<file path="src/rtl/screen_sequencer.sv">
// Screen-state sequencer: turns the timer flag levels into a screen code, runs the round clock,
// times the snitch power-up, applies time-turner bonuses and latches final scores and the winner.
module screen_sequencer #(
    parameter int unsigned SEC_CYCLES      = 50000000,
    parameter int unsigned GAME_SECS       = 60,
    parameter int unsigned POWERUP_SECS    = 3,
    parameter int unsigned TT_BONUS_SECS   = 5,
    parameter int unsigned SCORE_HOLD_SECS = 4
) (
    input  logic       clock,
    input  logic       reset,
    input  logic       logo,
    input  logic       select_mode_screen,
    input  logic       selected_a_mode,
    input  logic       two_player_mode,
    input  logic       end_of_game,
    input  logic       end_game_early,
    input  logic       play_again,
    input  logic       snitch_powerup,
    input  logic       time_turner_on,
    input  logic [7:0] score_p1,
    input  logic [7:0] score_p2,
    output logic [2:0] screen_id,
    output logic [7:0] secs_left,
    output logic       snitch_active,
    output logic       restart,
    output logic [7:0] final_p1,
    output logic [7:0] final_p2,
    output logic [1:0] winner
);

    typedef enum logic [2:0] {
        S_LOGO   = 3'd0,
        S_MODE   = 3'd1,
        S_PLAY1  = 3'd2,
        S_PLAY2  = 3'd3,
        S_SCORE  = 3'd4,
        S_REPLAY = 3'd5
    } state_t;

    localparam int unsigned CW = (SEC_CYCLES > 1) ? $clog2(SEC_CYCLES) : 1;
    localparam logic [CW-1:0] TICK_LAST = CW'(SEC_CYCLES - 1);
    localparam logic [CW-1:0] CNT_ONE   = CW'(1);
    localparam logic [8:0]    GAME9     = 9'(GAME_SECS);
    localparam logic [8:0]    BONUS9    = 9'(TT_BONUS_SECS);
    localparam logic [7:0]    POWER8    = 8'(POWERUP_SECS);
    localparam logic [7:0]    HOLD8     = 8'(SCORE_HOLD_SECS);

    state_t        state_reg, state_next;
    logic [CW-1:0] tick_cnt_reg, tick_cnt_next;
    logic [7:0]    secs_left_reg, secs_left_next;
    logic [7:0]    snitch_cnt_reg, snitch_cnt_next;
    logic          snitch_active_reg, snitch_active_next;
    logic [7:0]    hold_cnt_reg, hold_cnt_next;
    logic          snitch_q_reg, tt_q_reg;
    logic          restart_reg, restart_next;
    logic [7:0]    final_p1_reg, final_p1_next;
    logic [7:0]    final_p2_reg, final_p2_next;
    logic [1:0]    winner_reg, winner_next;

    logic       in_play, in_run, tick, snitch_evt, tt_evt;
    logic       flag_end, round_end, hold_reached;
    logic [8:0] secs_dec, secs_bonus, secs_tt, secs_after;

    always_comb begin
        in_play    = (state_reg == S_PLAY1) || (state_reg == S_PLAY2);
        in_run     = in_play || (state_reg == S_SCORE);
        tick       = in_run && (tick_cnt_reg == TICK_LAST);
        snitch_evt = in_play && snitch_powerup && !snitch_q_reg;
        tt_evt     = in_play && time_turner_on && !tt_q_reg;

        // Decrement saturates at zero before the bonus is added, then clamp to the round length.
        secs_dec   = (tick && (secs_left_reg != 8'd0)) ? {1'b0, secs_left_reg} - 9'd1
                                                       : {1'b0, secs_left_reg};
        secs_bonus = tt_evt ? secs_dec + BONUS9 : secs_dec;
        secs_tt    = (secs_bonus > GAME9) ? GAME9 : secs_bonus;

        // A quit or game-over flag beats a simultaneous time-turner bonus.
        flag_end   = end_of_game || end_game_early;
        secs_after = flag_end ? secs_dec : secs_tt;
        round_end  = flag_end || (secs_after == 9'd0);

        // Hold is measured from SCORE entry, so the tick that completes it may release the screen.
        hold_reached = (hold_cnt_reg >= HOLD8) || (tick && (hold_cnt_reg == HOLD8 - 8'd1));
    end

    always_comb begin
        state_next         = state_reg;
        tick_cnt_next      = in_run ? (tick ? '0 : tick_cnt_reg + CNT_ONE) : tick_cnt_reg;
        secs_left_next     = secs_left_reg;
        snitch_cnt_next    = snitch_cnt_reg;
        snitch_active_next = snitch_active_reg;
        hold_cnt_next      = hold_cnt_reg;
        restart_next       = 1'b0;
        final_p1_next      = final_p1_reg;
        final_p2_next      = final_p2_reg;
        winner_next        = winner_reg;

        if (snitch_evt) begin
            snitch_cnt_next    = POWER8;
            snitch_active_next = 1'b1;
        end else if (tick && snitch_active_reg) begin
            if (snitch_cnt_reg <= 8'd1) begin
                snitch_cnt_next    = 8'd0;
                snitch_active_next = 1'b0;
            end else begin
                snitch_cnt_next = snitch_cnt_reg - 8'd1;
            end
        end

        if ((state_reg == S_SCORE) && tick && (hold_cnt_reg != 8'hFF))
            hold_cnt_next = hold_cnt_reg + 8'd1;

        case (state_reg)
            S_LOGO: begin
                if (!logo && select_mode_screen)
                    state_next = S_MODE;
            end
            S_MODE: begin
                if (two_player_mode || selected_a_mode) begin
                    state_next         = two_player_mode ? S_PLAY2 : S_PLAY1;
                    secs_left_next     = GAME9[7:0];
                    tick_cnt_next      = '0;
                    snitch_cnt_next    = 8'd0;
                    snitch_active_next = 1'b0;
                end
            end
            S_PLAY1, S_PLAY2: begin
                secs_left_next = secs_after[7:0];
                if (round_end) begin
                    state_next         = S_SCORE;
                    final_p1_next      = score_p1;
                    final_p2_next      = score_p2;
                    snitch_cnt_next    = 8'd0;
                    snitch_active_next = 1'b0;
                    tick_cnt_next      = '0;
                    hold_cnt_next      = 8'd0;
                    if (state_reg == S_PLAY1)
                        winner_next = 2'b01;
                    else if (score_p1 > score_p2)
                        winner_next = 2'b01;
                    else if (score_p2 > score_p1)
                        winner_next = 2'b10;
                    else
                        winner_next = 2'b00;
                end
            end
            S_SCORE: begin
                if (hold_reached && play_again) begin
                    state_next   = S_REPLAY;
                    restart_next = 1'b1;
                end
            end
            S_REPLAY: begin
                state_next = S_MODE;
            end
            default: begin
                state_next = S_LOGO;
            end
        endcase
    end

    always_ff @(posedge clock or posedge reset) begin
        if (reset) begin
            state_reg         <= S_LOGO;
            tick_cnt_reg      <= '0;
            secs_left_reg     <= 8'd0;
            snitch_cnt_reg    <= 8'd0;
            snitch_active_reg <= 1'b0;
            hold_cnt_reg      <= 8'd0;
            snitch_q_reg      <= 1'b0;
            tt_q_reg          <= 1'b0;
            restart_reg       <= 1'b0;
            final_p1_reg      <= 8'd0;
            final_p2_reg      <= 8'd0;
            winner_reg        <= 2'b00;
        end else begin
            state_reg         <= state_next;
            tick_cnt_reg      <= tick_cnt_next;
            secs_left_reg     <= secs_left_next;
            snitch_cnt_reg    <= snitch_cnt_next;
            snitch_active_reg <= snitch_active_next;
            hold_cnt_reg      <= hold_cnt_next;
            snitch_q_reg      <= snitch_powerup;
            tt_q_reg          <= time_turner_on;
            restart_reg       <= restart_next;
            final_p1_reg      <= final_p1_next;
            final_p2_reg      <= final_p2_next;
            winner_reg        <= winner_next;
        end
    end

    assign screen_id     = state_reg;
    assign secs_left     = secs_left_reg;
    assign snitch_active = snitch_active_reg;
    assign restart       = restart_reg;
    assign final_p1      = final_p1_reg;
    assign final_p2      = final_p2_reg;
    assign winner        = winner_reg;

endmodule

</file>
<file path="config.mk">
export PLATFORM = sky130hd
export DESIGN_NAME = screen_sequencer
export DESIGN_NICKNAME = d
export VERILOG_FILES = /design/src/rtl/screen_sequencer.sv
export SDC_FILE = /design/constraint.sdc
export NUM_CORES = 1
export LEC_CHECK = 0
export ABC_AREA = 1
export BUFFER_PORTS_ARGS = -buffer_cell sky130_fd_sc_hd__buf_2
export CAP_MARGIN = 10
export CORE_ASPECT_RATIO = 1.5
export CORE_MARGIN = 5
export CORE_UTILIZATION = 59
export CTS_CLUSTER_DIAMETER = 120
export DETAILED_ROUTE_END_ITERATION = 12
export GPL_ROUTABILITY_DRIVEN = 0
export PLACE_DENSITY = 0.81
export SYNTH_ARGS = -nofsm -noshare
export SYNTH_HDL_FRONTEND = slang
export SYNTH_SLANG_ARGS = --single-unit
export TNS_END_PERCENT = 30
</file>
<file path="constraint.sdc">
create_clock -name clock -period 3.9 [get_ports clock]
set_input_delay 0.78 -clock clock [delete_from_list [all_inputs] [get_ports clock]]
set_output_delay 0.78 -clock clock [all_outputs]
set_load 0.02 [all_outputs]
</file>
# --- Word level (Yosys, flattened, before mapping) ---
# Index checks and enable logic that the tools add are counted.
totals:
  reg_bits: 75
  word_cells: 100
  inputBits: 27
  output_inout_bits: 31
classes:
  n_addsub: 5
  eq_ne: 12
  n_mux: 37
  n_reduce_logical: 29
  order_cmp: 5
ops:
  columns: ["op", "count"]
  rows:
  - ["$mux W26", 4]
  - ["$mux W8", 9]
  - ["$pmux W26 S2", 1]
  - ["$mux W9", 4]
  - ["$pmux W8 S2", 2]
  - ["$add A26 B1 Y26 const B", 1]
  - ["$eq A26 B26 Y1 const B", 1]
  - ["$gt A8 B8 Y1", 2]
  - ["$pmux W3 S5", 1]
  - ["$logic_and A1 B1 Y1", 12]
  - ["$mux W3", 4]
  - ["$add A9 B3 Y9 const B", 1]
  - ["$gt A9 B6 Y1 const B", 1]
  - ["$logic_not A9 Y1", 1]
  - ["$sub A8 B1 Y9 const B", 1]
  - ["$add A8 B1 Y8 const B", 1]
  - ["$eq A8 B2 Y1 const B", 1]
  - ["$ge A8 B3 Y1 const B", 1]
  - ["$le A8 B1 Y1 const B", 1]
  - ["$mux W1", 8]
  - ["$ne A8 B8 Y1 const B", 1]
  - ["$reduce_bool A8 Y1", 1]
  - ["$sub A8 B1 Y8 const B", 1]
  - ["$eq A3 B2 Y1 const B", 2]
  - ["13 further kinds", 26]

# --- Longest topological paths before layout ---
depth:
  depth_word: 15
  mapped_depth: 27
  ltp_nobuf: 26

# --- Worst setup path after synthesis ---
# OpenSTA, ideal clock, no wires.
synth_timing:
  kind: "reg-to-reg"
  from: "register secs_left_reg[0] (netlist: secs_left[0])"
  to: "register final_p1_reg[1] (netlist: final_p1[1])"
  setup_ps: 118
  arrival_time_ps: 3135
  t_required_ps: 3782
  n_path_buf: 1
  slack_ps: 648
  stages_incl_launch_ff: 27
  period_less_slack_ps: 3252
  path_cell_list: "dfrtp_1 -> inv_1 -> ha_1 -> nand2_1 -> inv_1 -> nand2_1 -> nand4_4 -> nand2_1 -> nand2_2 -> ha_1 -> inv_1 -> nand3_1 -> nand2_1 -> nor2_1 -> nand2_1 -> nand3_1 -> nor2_2 -> nand3_1 -> nand2_1 -> nand2_1 -> clkinv_1 -> nand3_4 -> nand2_2 -> nand2_4 -> buf_6 -> nand2_1 -> o21ai_2"
synth_via:
  elab_chain_cells: 11
  word_cells_on_any_way: 12
  cone_classes: "add/sub: 2; order compare: 1; mux: 4; reduce/logical: 5"
synth_rtl:
  columns: ["element", "line_no", "source"]
  rows:
  - ["start, declared", "51", "logic [7:0] secs_left_reg, secs_left_next;"]
  - ["start signal, assigned", "180", "secs_left_reg <= secs_left_next;"]
  - ["branches (longest 2 deep; another with $sub A8 B1 Y9)", null, null]
  - ["$mux W9 *", "73", "secs_dec = (tick && (secs_left_reg != 8'd0)) ? {1'b0, secs_left_reg} - 9'd1"]
  - ["$add A9 B3 Y9", "75", "secs_bonus = tt_evt ? secs_dec + BONUS9 : secs_dec;"]
  - ["$mux W9", "75", null]
  - ["$gt A9 B6 Y1", "76", "secs_tt = (secs_bonus > GAME9) ? GAME9 : secs_bonus;"]
  - ["$mux W9", "76", null]
  - ["$mux W9 *", "80", "secs_after = flag_end ? secs_dec : secs_tt;"]
  - ["$logic_not A9 Y1 *", "81", "round_end = flag_end || (secs_after == 9'd0);"]
  - ["$logic_or A1 B1 Y1 *", "81", null]
  - ["$reduce_and A2 Y1 (no source line) *", null, null]
  - ["end signal, assigned", "187", "final_p1_reg <= final_p1_next;"]
  - ["end, declared", "57", "logic [7:0] final_p1_reg, final_p1_next;"]
# Mark *: on every way between the ends.
# A chain may end at the register's enable or synchronous reset.

# --- Worst setup path after layout ---
layout_timing:
  from: "register tick_cnt_reg[21]"
  to: "register state_reg[0] (netlist: screen_id[0])"
layout_via:
  elab_chain_cells: 13
  word_cells_on_any_way: 17
  cone_classes: "add/sub: 1; order compare: 1; eq/ne: 3; mux: 4; reduce/logical: 8"
layout_rtl:
  columns: ["element", "line_no", "source"]
  rows:
  - ["start, declared", "50", "logic [CW-1:0] tick_cnt_reg, tick_cnt_next;"]
  - ["start signal, assigned", "179", "tick_cnt_reg <= tick_cnt_next;"]
  - ["$eq A26 B26 Y1 *", "68", "tick = in_run && (tick_cnt_reg == TICK_LAST);"]
  - ["$logic_and A1 B1 Y1 *", "68", null]
  - ["$logic_and A1 B1 Y1", "73", null]
  - ["$mux W9", "73", null]
  - ["$add A9 B3 Y9", "75", null]
  - ["$mux W9", "75", null]
  - ["$gt A9 B6 Y1", "76", null]
  - ["$mux W9", "76", null]
  - ["$mux W9", "80", null]
  - ["$logic_not A9 Y1", "81", null]
  - ["$logic_or A1 B1 Y1", "81", null]
  - ["$ne A2 B2 Y1 (no source line)", null, null]
  - ["$reduce_and A4 Y1 (no source line) *", null, null]
  - ["end signal, assigned", "178", "state_reg <= state_next;"]
  - ["end, declared", "49", "state_t state_reg, state_next;"]
# Mark *: on every way between the ends. The rest lies on a longest branch, timed or not.

==> flow_metrics.env <==
export IMPL_core_area_um2=8310
export IMPL_cts_root_buf="clkbuf_16"
export IMPL_finalCriticalPeriod_ps=3479
export IMPL_crit_path_start_kind="flop"
export IMPL_setup_violations=0
export IMPL_dp_cells=830
export IMPL_drc_errors=0
export IMPL_fin_skew_ps=8.188
export IMPL_cts_tree="done"
export IMPL_synthFlopType="dfrtp_1"
export IMPL_avgViaCountPerCell=5.708
export IMPL_die_area_um2=10400
export IMPL_dp_hpwl_mm=9.045
export IMPL_synth_xor_area_share_pct=5.108
export IMPL_syn_to_final_growth_pct=14.67
export IMPL_synth_compound_area_share_pct=11.78
export IMPL_ys_types=47
export IMPL_finalPower_mw=2.795
export IMPL_antenna_left=0
export IMPL_h_tree_depth=3
export IMPL_syn_nets=712
export IMPL_path_class="flop to flop"
export IMPL_final_cells=847
export IMPL_drv_cap=0
export IMPL_initial_core_util_pct=59.83
export IMPL_die_height_um=122.4
export IMPL_cp_required_ps=4120
export IMPL_hold_path_class="flop to flop"
export IMPL_status="finished clean"
export IMPL_num_vias=4835
export IMPL_final_max_slew_violation_count=0
export IMPL_core_rowCount=41
export IMPL_fin_nets=778
export IMPL_dr_pass1_iters=5
export IMPL_path_delay_family="simple AND/OR/NAND/NOR gates"
export IMPL_layout_drive_gt1_share_pct=17.70
export IMPL_clockBufferDepth=2
export IMPL_fmax_mhz=287.5
export IMPL_synth_edff_count=0
export IMPL_io_pins=58
export IMPL_yosys_warnings=0
export IMPL_p_leak_nw=2.700
export IMPL_synth_area_um2=4972
export IMPL_grt_pass1_wl_mm=20.50
export IMPL_worst_r2r_setup_slack_ps=420
export IMPL_grt_usage_pct=24.22
export IMPL_antenna_found_initial=0
export IMPL_crit_top_cell="nand2_1"
export IMPL_syn_inst=670
export IMPL_die_w_um=84.96
export IMPL_tns_ps=0
export IMPL_path_buf_inv=2
export IMPL_grt_setup_unrepaired="false"
export IMPL_clk_pin_slew_ps=60
export IMPL_worstMarginPinSlew_ps=945.7
export IMPL_cp_end_kind="flop"
export IMPL_routed_wl_mm=12.30
export IMPL_hold_buffers=0
export IMPL_max_stage_delay_ps=440
export IMPL_cts_buffers_inserted=9
export IMPL_grt_pass1_vias=4766
export IMPL_antenna_cells=0
export IMPL_hold_violations=0
export IMPL_largest_register_ffs=26
export IMPL_finalCritPeriodShare_pct=89.20
export IMPL_max_slew_margin_pct=36.95
export IMPL_cts_sinks=75
export IMPL_synthMuxAreaShare_pct=0
export IMPL_grt_max_degree=76
export IMPL_portBuffers=57
export IMPL_avgSynthCellArea_um2=7.421
export IMPL_irDropWorstVdd_mv=0.4387
export IMPL_yosys_area_share_simple_pct=33.54
export IMPL_insertion_delay_ps=340
export IMPL_fillers=670
export IMPL_synthAdderAreaFrac_pct=3.775
export IMPL_cp_slowest_cell="dfrtp_1"
export IMPL_overflow=0
export IMPL_ys_async_sr_fraction_pct=100.0
export IMPL_p_per_area_nw_per_um2=490.2
export IMPL_path_max_fanout=34
export IMPL_ys_seq_elements=75
export IMPL_arrival_ps=3700
export IMPL_wl_per_cell_um=14.52
export IMPL_yosysSeqAreaShare_pct=37.75
export IMPL_synth_top_family_by_area="simple AND/OR/NAND/NOR gates"
export IMPL_drt_initial_drc_count=293
## placed cells by master (no fill, tap or decap), drive strengths merged
master and count:
o211ai 2, nor2 72, inv 85, nand4 26
clkinv 5, and2 1, nor3b 3, xnor2 3
nor4 9, nand3 52, a21oi 40, clkbuf 12
o31ai 5, xor2 26, nand2 170, a22o 1
a211oi 3, or2 5, nor3 20, o21bai 1
a31o 1, a22oi 3, ha 15, o22ai 2
a32oi 1, buf 67, o21ai 28, nand3b 1
dfrtp 75, a21boi 6
## power by group
group / total, mW / leakage [nW] / internal, mW / switching, mW
clock: 0.749 / 0.132 / 0.441 / 0.308
combinational: 1.04 / 1.58 / 0.325 / 0.711
sequential: 1.01 / 0.988 / 0.909 / 0.101
total: 2.80 / 2.70 / 1.67 / 1.12
## routing by layer
layer | vias to the layer above | track usage (%) | share of wire [%] | routed length, um
li1 | 2335 | - | - | -
met1 | 2257 | 27.28 | 39 | 4803
met2 | 199 | 43.00 | 52 | 6384
met3 | 44 | 3.962 | 5.3 | 646
met4 | 0 | 13.66 | 3.8 | 466
met5 | - | 0 | 0 | 0
## cells by family after synthesis
group | after synthesis
buffers and inverters | 99
adders and majority gates | 15
AOI/OAI and AO/OA | 93
xor gates and xnor gates | 29
DFF | 75
and+or+nand+nor | 359
## repair_timing
action,CTS,global route
endpoints found under the setup margin,0,59
gates resized for setup,0,4
buffers inserted,0,2
endpoints found under the hold margin,0,0
## worst register-to-register path, delay by kind of cell, from the launching register on
family,cells,cell delay [ps]
adder cells (fa/ha/maj),1,200
buffers and inverters,2,240
flip-flops,1,440
AND/OR/NAND/NOR,22,2470
## Yosys cell counts (all sizes together), types with 2 or more instances
library cell | count | area share (%)
o21ai | 28 | 3.6
xnor2 | 3 | 0.53
nand4 | 26 | 3.6
clkbuf | 6 | 0.45
nor3 | 20 | 2.1
nor3b | 3 | 0.55
inv | 85 | 6.4
clkinv | 2 | 0.15
nor4 | 9 | 1.1
o31ai | 5 | 0.75
a21boi | 6 | 0.91
o22ai | 2 | 0.25
dfrtp | 75 | 38
o211ai | 2 | 0.30
ha | 15 | 3.8
nor2 | 72 | 6.1
a22oi | 3 | 0.45
nand3 | 52 | 5.7
a21oi | 40 | 4.3
or2 | 5 | 0.63
nand2 | 170 | 13
xor2 | 26 | 4.6
buf | 6 | 1.0
a211oi | 3 | 0.45
## final cells by class
class,instances,area (um^2),share of cell area [%]
Clock buffer,12,246.5,4.323
Clock inverter,3,15.01,0.2633
Inverter,87,326.6,5.727
Multi-Input combinational cell,496,2718,47.66
Sequential cell,75,1877,32.92
Tap cell,107,133.9,2.348
Timing Repair Buffer,67,385.4,6.759
## final timing paths
path | depth (start not counted) | startpoint | endpoint
min in group asynchronous | 3 | reset | screen_id[1]$_DFFE_PP0P_
max | 25 | tick_cnt_reg[21]$_DFF_PP0_ | screen_id[0]$_DFFE_PP0P_
min | 2 | final_p2[1]$_DFFE_PP0P_ | final_p2[1]$_DFFE_PP0P_
max reg2reg | 25 | tick_cnt_reg[21]$_DFF_PP0_ | screen_id[0]$_DFFE_PP0P_
min reg2reg | 2 | final_p2[1]$_DFFE_PP0P_ | final_p2[1]$_DFFE_PP0P_
max in group asynchronous | 3 | reset | tick_cnt_reg[21]$_DFF_PP0_
## stage by stage
step           util, %  area (um^2)  hold WS, ps  worst slack (ps)
5_1_grt          68.61         5702        496.8             2.106
2_1_floorplan        -         4972        523.6             647.5
4_1_cts          68.05         5655        480.3             268.0
6_report         68.61         5702        480.3             421.2
3_3_place_gp     64.91         5394        465.1             425.7
3_5_place_dp     64.91         5394        460.3             286.7
Power figures use the tool's default switching activity.
